--- src/rtl/move_scheduler_if.sv ---
// Move request handshake between the step scheduler and the snake body engine.
// The master raises move_req with a heading and holds both until move_ack.
interface move_scheduler_if;
    logic       move_req;
    logic [1:0] move_dir;
    logic       move_ack;

    modport master (
        output move_req,
        output move_dir,
        input  move_ack
    );

    modport slave (
        input  move_req,
        input  move_dir,
        output move_ack
    );
endinterface

--- src/rtl/move_scheduler.sv ---
// Snake game pacing: counts frames, buffers two pending turns and issues
// one move request per step, speeding up as apples are eaten.
module move_scheduler #(
    parameter int TICK_FRAMES   = 8,
    parameter int MIN_FRAMES    = 2,
    parameter int SPEEDUP_EVERY = 4
) (
    input  logic                clk,
    input  logic                reset_n,
    input  logic                i_start,
    input  logic                i_frame_start,
    input  logic                i_turn_valid,
    input  logic [1:0]          i_turn_dir,
    input  logic                i_grow,
    input  logic                i_game_over,
    output logic [7:0]          o_frames_per_step,
    output logic [15:0]         o_step_count,
    output logic                o_running,
    move_scheduler_if.master    mv
);

    localparam logic [1:0] S_IDLE     = 2'd0;
    localparam logic [1:0] S_RUN_WAIT = 2'd1;
    localparam logic [1:0] S_ISSUE    = 2'd2;
    localparam logic [1:0] S_HALT     = 2'd3;

    localparam logic [7:0] TICK8 = 8'(TICK_FRAMES);
    localparam logic [7:0] MIN8  = 8'(MIN_FRAMES);
    localparam logic [7:0] SPD8  = 8'(SPEEDUP_EVERY);
    localparam logic [1:0] DIR_RIGHT = 2'd3;

    logic [1:0]  r_state;
    logic        r_move_req;
    logic [1:0]  r_move_dir;
    logic [7:0]  r_fps;
    logic [15:0] r_step_count;
    logic [7:0]  r_frame_cnt;
    logic [7:0]  r_apple_cnt;
    logic [1:0]  r_q0;
    logic [1:0]  r_q1;
    logic [1:0]  r_q_cnt;

    logic        w_active;
    logic        w_live;
    logic [1:0]  w_ref;
    logic        w_turn_ok;
    logic        w_frame_hit;
    logic        w_tick;
    logic        w_pop;
    logic        w_ack;
    logic        w_grow;
    logic        w_apple_wrap;
    logic [7:0]  w_fps_dec;
    logic [1:0]  w_push_slot;

    assign w_active = (r_state == S_RUN_WAIT) || (r_state == S_ISSUE);
    // game_over suppresses every other event in the same cycle
    assign w_live   = w_active && !i_game_over;

    assign w_ref = (r_q_cnt == 2'd2) ? r_q1 :
                   (r_q_cnt == 2'd1) ? r_q0 : r_move_dir;

    assign w_turn_ok = w_live && i_turn_valid
                    && (i_turn_dir != w_ref)
                    && (i_turn_dir != (w_ref ^ 2'd2))
                    && (r_q_cnt != 2'd2);

    assign w_frame_hit  = i_frame_start && ((r_frame_cnt + 8'd1) == r_fps);
    assign w_tick       = w_live && (r_state == S_RUN_WAIT) && w_frame_hit;
    assign w_pop        = w_tick && (r_q_cnt != 2'd0);
    assign w_ack        = w_live && (r_state == S_ISSUE) && mv.move_ack;
    assign w_grow       = w_live && i_grow;
    assign w_apple_wrap = (r_apple_cnt + 8'd1) == SPD8;
    assign w_fps_dec    = (r_fps > MIN8) ? (r_fps - 8'd1) : MIN8;
    assign w_push_slot  = r_q_cnt - {1'b0, w_pop};

    always_ff @(posedge clk) begin
        if (!reset_n) begin
            r_state      <= S_IDLE;
            r_move_req   <= 1'b0;
            r_move_dir   <= DIR_RIGHT;
            r_fps        <= TICK8;
            r_step_count <= 16'd0;
            r_frame_cnt  <= 8'd0;
            r_apple_cnt  <= 8'd0;
            r_q0         <= 2'd0;
            r_q1         <= 2'd0;
            r_q_cnt      <= 2'd0;
        end else if (((r_state == S_IDLE) || (r_state == S_HALT)) && i_start) begin
            r_state      <= S_RUN_WAIT;
            r_move_req   <= 1'b0;
            r_move_dir   <= DIR_RIGHT;
            r_fps        <= TICK8;
            r_step_count <= 16'd0;
            r_frame_cnt  <= 8'd0;
            r_apple_cnt  <= 8'd0;
            r_q_cnt      <= 2'd0;
        end else if (w_active && i_game_over) begin
            r_state    <= S_HALT;
            r_move_req <= 1'b0;
        end else if (w_live) begin
            if ((r_state == S_RUN_WAIT) && i_frame_start) begin
                if (w_frame_hit) begin
                    r_frame_cnt <= 8'd0;
                    r_state     <= S_ISSUE;
                    r_move_req  <= 1'b1;
                end else begin
                    r_frame_cnt <= r_frame_cnt + 8'd1;
                end
            end

            if (w_ack) begin
                r_step_count <= r_step_count + 16'd1;
                r_move_req   <= 1'b0;
                r_state      <= S_RUN_WAIT;
            end

            // pop shifts the queue; a same-cycle push lands in the freed slot
            if (w_pop) begin
                r_move_dir <= r_q0;
                r_q0       <= r_q1;
            end
            if (w_turn_ok) begin
                if (w_push_slot == 2'd0) r_q0 <= i_turn_dir;
                else                     r_q1 <= i_turn_dir;
            end
            r_q_cnt <= r_q_cnt + {1'b0, w_turn_ok} - {1'b0, w_pop};

            if (w_grow) begin
                if (w_apple_wrap) begin
                    r_apple_cnt <= 8'd0;
                    r_fps       <= w_fps_dec;
                end else begin
                    r_apple_cnt <= r_apple_cnt + 8'd1;
                end
            end
        end
    end

    assign mv.move_req       = r_move_req;
    assign mv.move_dir       = r_move_dir;
    assign o_frames_per_step = r_fps;
    assign o_step_count      = r_step_count;
    assign o_running         = w_active;

endmodule
--- src/flat_wrapper.sv ---
// flat-port wrapper written by rule: the top's interface ports become plain ports
module move_scheduler_flat 
#(
    parameter int TICK_FRAMES   = 8,
    parameter int MIN_FRAMES    = 2,
    parameter int SPEEDUP_EVERY = 4
)
  (clk, reset_n, i_start, i_frame_start, i_turn_valid, i_turn_dir, i_grow, i_game_over, o_frames_per_step, o_step_count, o_running, mv_move_req, mv_move_dir, mv_move_ack);
  move_scheduler_if mv_i ();
  input  logic clk;
  input  logic reset_n;
  input  logic i_start;
  input  logic i_frame_start;
  input  logic i_turn_valid;
  input  logic [1:0] i_turn_dir;
  input  logic i_grow;
  input  logic i_game_over;
  output logic [7:0] o_frames_per_step;
  output logic [15:0] o_step_count;
  output logic o_running;
  output wire logic [$bits(mv_i.move_req)-1:0] mv_move_req;
  output wire logic [$bits(mv_i.move_dir)-1:0] mv_move_dir;
  input wire logic [$bits(mv_i.move_ack)-1:0] mv_move_ack;
  assign mv_move_req = mv_i.move_req;
  assign mv_move_dir = mv_i.move_dir;
  assign mv_i.move_ack = mv_move_ack;
  move_scheduler #(.TICK_FRAMES(TICK_FRAMES), .MIN_FRAMES(MIN_FRAMES), .SPEEDUP_EVERY(SPEEDUP_EVERY)) u_core (.clk(clk), .reset_n(reset_n), .i_start(i_start), .i_frame_start(i_frame_start), .i_turn_valid(i_turn_valid), .i_turn_dir(i_turn_dir), .i_grow(i_grow), .i_game_over(i_game_over), .o_frames_per_step(o_frames_per_step), .o_step_count(o_step_count), .o_running(o_running), .mv(mv_i));
endmodule
--- config.mk ---
export PLATFORM = sky130hd
export DESIGN_NAME = move_scheduler_flat
export DESIGN_NICKNAME = d
export VERILOG_FILES = /design/src/rtl/move_scheduler_if.sv /design/src/rtl/move_scheduler.sv /design/src/flat_wrapper.sv
export SDC_FILE = /design/constraint.sdc
export NUM_CORES = 1
export LEC_CHECK = 0
export BUFFER_PORTS_ARGS = -buffer_cell sky130_fd_sc_hd__buf_2
export CAP_MARGIN = 0
export CORE_ASPECT_RATIO = 1.4
export CORE_MARGIN = 10
export CORE_UTILIZATION = 59
export CTS_BUF_LIST = sky130_fd_sc_hd__clkbuf_4
export DETAILED_ROUTE_END_ITERATION = 8
export PLACE_DENSITY = 0.87
export SYNTH_ARGS = -nofsm -noshare
export SYNTH_HDL_FRONTEND = slang
export SYNTH_SLANG_ARGS = --single-unit
--- constraint.sdc ---
create_clock -name clk -period 3.6 [get_ports clk]
set_clock_uncertainty 0.05 [all_clocks]
set_input_delay 0.54 -clock clk [delete_from_list [all_inputs] [get_ports clk]]
set_output_delay 0.54 -clock clk [all_outputs]
set_load 0.05 [all_outputs]
# Word-level counts from Yosys, hierarchy flattened
# Cells that the tools add are included.
totals:
  wordCells: 93
  output_inout_bits: 28
  reg_bits: 51
  inputBits: 10
classes:
  bitwise_logic: 5
  reduce_logical: 42
  n_eq_ne: 10
  magnitude_cmp: 1
  n_mux: 17
  addsub: 7
op_table:
  columns: ["cell", "count"]
  rows:
  - ["two-way mux 8 bit", 3]
  - ["AND reduction 3 bit", 8]
  - ["two-way mux 2 bit", 10]
  - ["adder 16 x 1 -> 16 bit, second input constant", 1]
  - ["adder 8 x 1 -> 8 bit, second input constant", 2]
  - ["logical AND 1 bit", 15]
  - ["nonzero test 3 bit", 3]
  - ["equality test 8 x 3 -> 1 bit, second input constant", 1]
  - ["equality test 8 bit", 1]
  - ["> comparator 8 x 2 -> 1 bit, second input constant", 1]
  - ["nonzero test 2 bit", 4]
  - ["nonzero test 4 bit", 2]
  - ["subtractor 8 x 1 -> 8 bit, second input constant", 1]
  - ["equality test 2 bit, second input constant", 3]
  - ["inverter 1 bit", 5]
  - ["AND reduction 5 bit", 1]
  - ["equality test 2 x 1 -> 1 bit, second input constant", 2]
  - ["zero test 2 bit", 2]
  - ["two-way mux 1 bit", 4]
  - ["inequality test 2 bit", 2]
  - ["AND reduction 4 bit", 1]
  - ["subtractor 2 x 1 -> 2 bit", 2]
  - ["OR reduction 3 bit", 1]
  - ["adder 2 x 1 -> 2 bit", 1]
  - ["5 further kinds", 6]

# Logic depth before layout (Yosys ltp)
logic_depth:
  word_depth: 10
  ltp_mapped: 14
  mapped_depth_nobuf: 14

# Least setup slack after synthesis
# OpenSTA, ideal clock, no wires.
synth_timing:
  path_type: "register -> register"
  start: "register u_core.r_frame_cnt[0]"
  end: "register u_core.r_q_cnt[1]"
  stages_incl_launch_ff: 15
  required_ns: 3.422
  period_less_slack_ns: 3.081
  setup_slack_ns: 0.519
  arrival_ns: 2.903
  cell_sequence: "dfxtp_1 -> ha_1 -> nand3_2 -> o21a_1 -> or4_4 -> a221oi_4 -> nand2_1 -> nor2_1 -> ha_1 -> inv_1 -> ha_1 -> xor2_1 -> nand2_1 -> xor2_1 -> nor2_1"
synth_between:
  elab_chain_cells: 6
synth_lines:
  columns: ["element", "line", "text"]
  rows:
  - ["from (decl)", "move_scheduler.sv:37", "logic [7:0] r_frame_cnt;"]
  - ["from (signal assigned)", "move_scheduler.sv:108", "r_frame_cnt <= r_frame_cnt + 8'd1;"]
  - ["adder 8 x 1 -> 8 bit", "move_scheduler.sv:68", "assign w_frame_hit = i_frame_start && ((r_frame_cnt + 8'd1) == r_fps);"]
  - ["equality test 8 bit", "move_scheduler.sv:68", null]
  - ["logical AND 1 bit", "move_scheduler.sv:68", null]
  - ["logical AND 1 bit", "move_scheduler.sv:69", "assign w_tick = w_live && (r_state == S_RUN_WAIT) && w_frame_hit;"]
  - ["logical AND 1 bit", "move_scheduler.sv:70", "assign w_pop = w_tick && (r_q_cnt != 2'd0);"]
  - ["subtractor 2 x 1 -> 2 bit", "move_scheduler.sv:127", "r_q_cnt <= r_q_cnt + {1'b0, w_turn_ok} - {1'b0, w_pop};"]
  - ["to (signal assigned)", "move_scheduler.sv:127", null]
  - ["to (decl)", "move_scheduler.sv:41", "logic [1:0] r_q_cnt;"]
# No other way between the ends.
# A chain may end at the register's enable or synchronous reset.

# Final worst setup path
# Same ends and word-level chain as after synthesis.

==> out/results.txt <==
Status = finished clean
Total track usage = 16.3%
Post-layout net count = 389
Skew-Pair Late Insertion Delay = 0.38 ns
RSZ-0062 raised after global routing = false
Placeable Area = 4570 um2
Clock Path Buffers = 2
Remaining antenna violation count = 0
Worst Tran Pin Value = 0.810 ns
Hold Path Class = input pin to register
Post-DP HPWL = 4.84 mm
R2r setup slk = 0.33 ns
PD cells = 315 nW/um2
Largest net degree at the start of global routing = 25
Int Pwr = 692 uW
Yosys warns = 0
Share of cells above drive strength 1 = 15.9%
Switch share = 28.9%
Final Setup Violations = 0
Clock net sink count = 51
Area post-placement = 3030 um2
TritonRoute pass-1 iters = 4
Root buffer cell = clkbuf_4
Tmin final = 3.27 ns
Cell Area, Synth = 2800 um2
GR Overflow Total = 0
#FFs+latches synth = 51
Global-route wire length before repair = 10.9 mm
DR WL/cell = 14.6 um
CTS tree = done
Area of the multi-input gates = 1670 um2
Die width = 78.2 um
Worst-path clk slew = 0.15 ns
Leak = 0.00125 uW
Starting Density = 61.2%
DIE AREA = 7930 um2
Syn Inst Count = 335
Register area = 1020 um2
Data arrival time of the worst path = 3.55 ns
Initial antenna violation count = 0
Final Hold Viols = 0
Inserted Clock Buffers = 5
Vias in the first global route = 2,449
Final WL = 6.33 mm
CP max FO = 7
Layout fillers = 396
Placer Congestion = 0.905
Reg power frac = 59.6%
Clock share of power = 26.7%
Diodes inserted = 0
Period utilisation layout = 90.8%
Max Transition Viols Final = 0
Setup TNS = 0 ns
Top FF cell, synth = dfxtp_1
Setup CP Type = register to register
PortBufs = 37
Asr flop ratio synth = 0%
Post-synth EDFFs = 0
Area growth from synthesis to final layout = 10.3%
CTS H-tree depth = 2
Initial drt markers = 198
Syn_area_per_cell = 8.35 um2
Sw Pwr = 281 uW
Slew headroom = 45.8%
Sequential element share of the synthesized area = 36.5%
Achievable Freq = 306 MHz
Boundary Pins = 38
Vias = 2,482
CP required = 3.88 ns
Maximum vdd drop = 235 uV
Yosys cell types = 53
Final Cell Area = 3090 um2
DIE HEIGHT = 101 um
Post-DR vias/cell = 5.73
Gate power share = 13.6%
Max Cap Violations = 0
Row count = 29
Crit end category = register
Syn Nets = 354
Startpoint Class = register
DRC violations left = 0
Power, Total = 972 uW
per-layer routing:
| metal | wire [um] | track usage [%] | share of wire (%) | up-vias |
|---|---|---|---|---|
| met5 | 0 | 0 | 0 | - |
| met4 | 101 | 6.50 | 1.6 | 0 |
| met3 | 247 | 3.63 | 3.9 | 7 |
| met2 | 3280 | 29.6 | 52 | 49 |
| met1 | 2700 | 17.9 | 43 | 1168 |
| li1 | - | - | - | 1258 |
registers in the layout, summed over array words and instances, names as in the netlist:
register and count:
u_core.r_frame_cnt 8, u_core.o_frames_per_step 8, u_core.o_step_count 16, u_core.mv.move_dir 2, u_core.r_state 2, u_core.r_apple_cnt 8
u_core.r_q_cnt 2, u_core.r_q0 2, u_core.r_q1 2, u_core.mv.move_req 1
worst max-delay path, cell delays in order (launching register included):
cell and delay [ns]:
dfxtp_1 0.48, ha_2 0.29, nand3_2 0.14, o21a_1 0.23, or4_4 0.52, a221oi_4 0.28, nand2_1 0.11, nor2_1 0.14
ha_1 0.24, inv_1 0.09, ha_1 0.16, xor2_1 0.14, nand2_1 0.08, xor2_1 0.16, nor2_1 0.10
kinds of logic (layout without fill, tap and decap cells):
group / Yosys count / in the layout / synth area share (%)
AO/OA/AOI/OAI: 61 / 61 / 15.6
AND/OR/NAND/NOR: 150 / 150 / 27.6
flip-flops: 51 / 51 / 36.5
buffers and inverters: 25 / 61 / 3.85
multiplexers: 4 / 4 / 1.43
XOR/XNOR: 35 / 35 / 11.0
adder cells (fa/ha/maj): 9 / 9 / 4.03
layout make-up:
class / instances / share of cell area [%]
timing repair buffer: 42 / 7.22
clock buffer: 6 / 1.46
multi-input combinational: 259 / 54.1
inverter: 11 / 1.34
tap: 62 / 2.51
clock inverter: 2 / 0.243
sequential: 51 / 33.1
timing repair:
action,in CTS,in global routing
setup endpoints to repair,0,1
buffers inserted,0,0
hold buffers,0,0
resized for setup,0,1
cells in the mapped netlist, drive strengths merged (2+ instances only):
master   instances  area [um2]
xor2            22         193
o211ai           3        22.5
a31o             2        17.5
and3             7        43.8
nand3           15        80.1
a211o            2        17.5
nor2b            2        12.5
a31oi            3        18.8
nor4             2        12.5
a211oi           2        25.0
o21ai           13        65.1
or4              3        26.3
buf              5        32.5
nor2            46         173
mux2i            4        40.0
o311a            2        20.0
inv             11        41.3
xnor2           13         114
nand4b           3        26.3
a2bb2oi          2        17.5
a21oi           17        85.1
o31a             2        17.5
o311ai           2        17.5
dfxtp           51        1020
nand2b           4        25.0
clkbuf           9        33.8
or3              6        37.5
ha               9         113
nand4            9        56.3
nor3b            2        15.0
nor3             9        45.0
a21o             2        15.0
nand2           27         104
nand3b           2        15.0
and2             5        31.3
and4             5        43.8
stage by stage:
stage / cells / hold slack (ns) / setup slack [ns] / utilization [%]
floorplan: 335 / 0.394 / 0.519 / -
global placement: 425 / 0.404 / 0.482 / 66.3
detailed placement: 425 / 0.421 / 0.314 / 66.3
CTS: 433 / 0.358 / 0.287 / 67.4
global route: 433 / 0.385 / 0.0481 / 67.5
finish: 433 / 0.364 / 0.331 / 67.5
placed cells by master (no fill, tap or decap), types with 3 or more instances in the layout:
cell,Yosys,final
dfxtp_1,51,51
nor2_1,46,46
buf_2,2,37
nand2_1,26,26
xor2_1,22,22
a21oi_1,17,17
nand3_1,14,14
xnor2_1,13,13
inv_1,11,11
o21ai_0,11,11
nand4_1,9,9
nor3_1,9,9
ha_1,9,8
and3_1,7,7
or3_1,6,6
clkbuf_4,0,6
and2_1,5,5
and4_1,5,5
buf_4,3,5
nand2b_1,4,4
mux2i_1,4,4
nand4b_1,3,3
a31oi_1,3,3
o211ai_1,3,3
final timing paths:
kind,from,to,depth (start not counted)
setup / recovery,u_core.r_frame_cnt[0],u_core.r_q_cnt[1],14
hold / removal,i_turn_dir[1],u_core.r_q1[1],3
hold reg to reg,u_core.r_apple_cnt[1],u_core.r_apple_cnt[1],2
setup reg to reg,u_core.r_frame_cnt[0],u_core.r_q_cnt[1],14
power by group through the flow:
| stage | sequential [uW] | combinational [uW] | clock, uW |
|---|---|---|---|
| 6_report | 580 | 133 | 260 |
| 3_5_place_dp | 592 | 133 | 0 |
| 3_3_place_gp | 591 | 130 | 0 |
| 5_1_grt | 581 | 150 | 284 |
| 2_1_floorplan | 591 | 98.2 | 0 |
| 4_1_cts | 580 | 133 | 262 |
(Power assumes the default switching activity.)
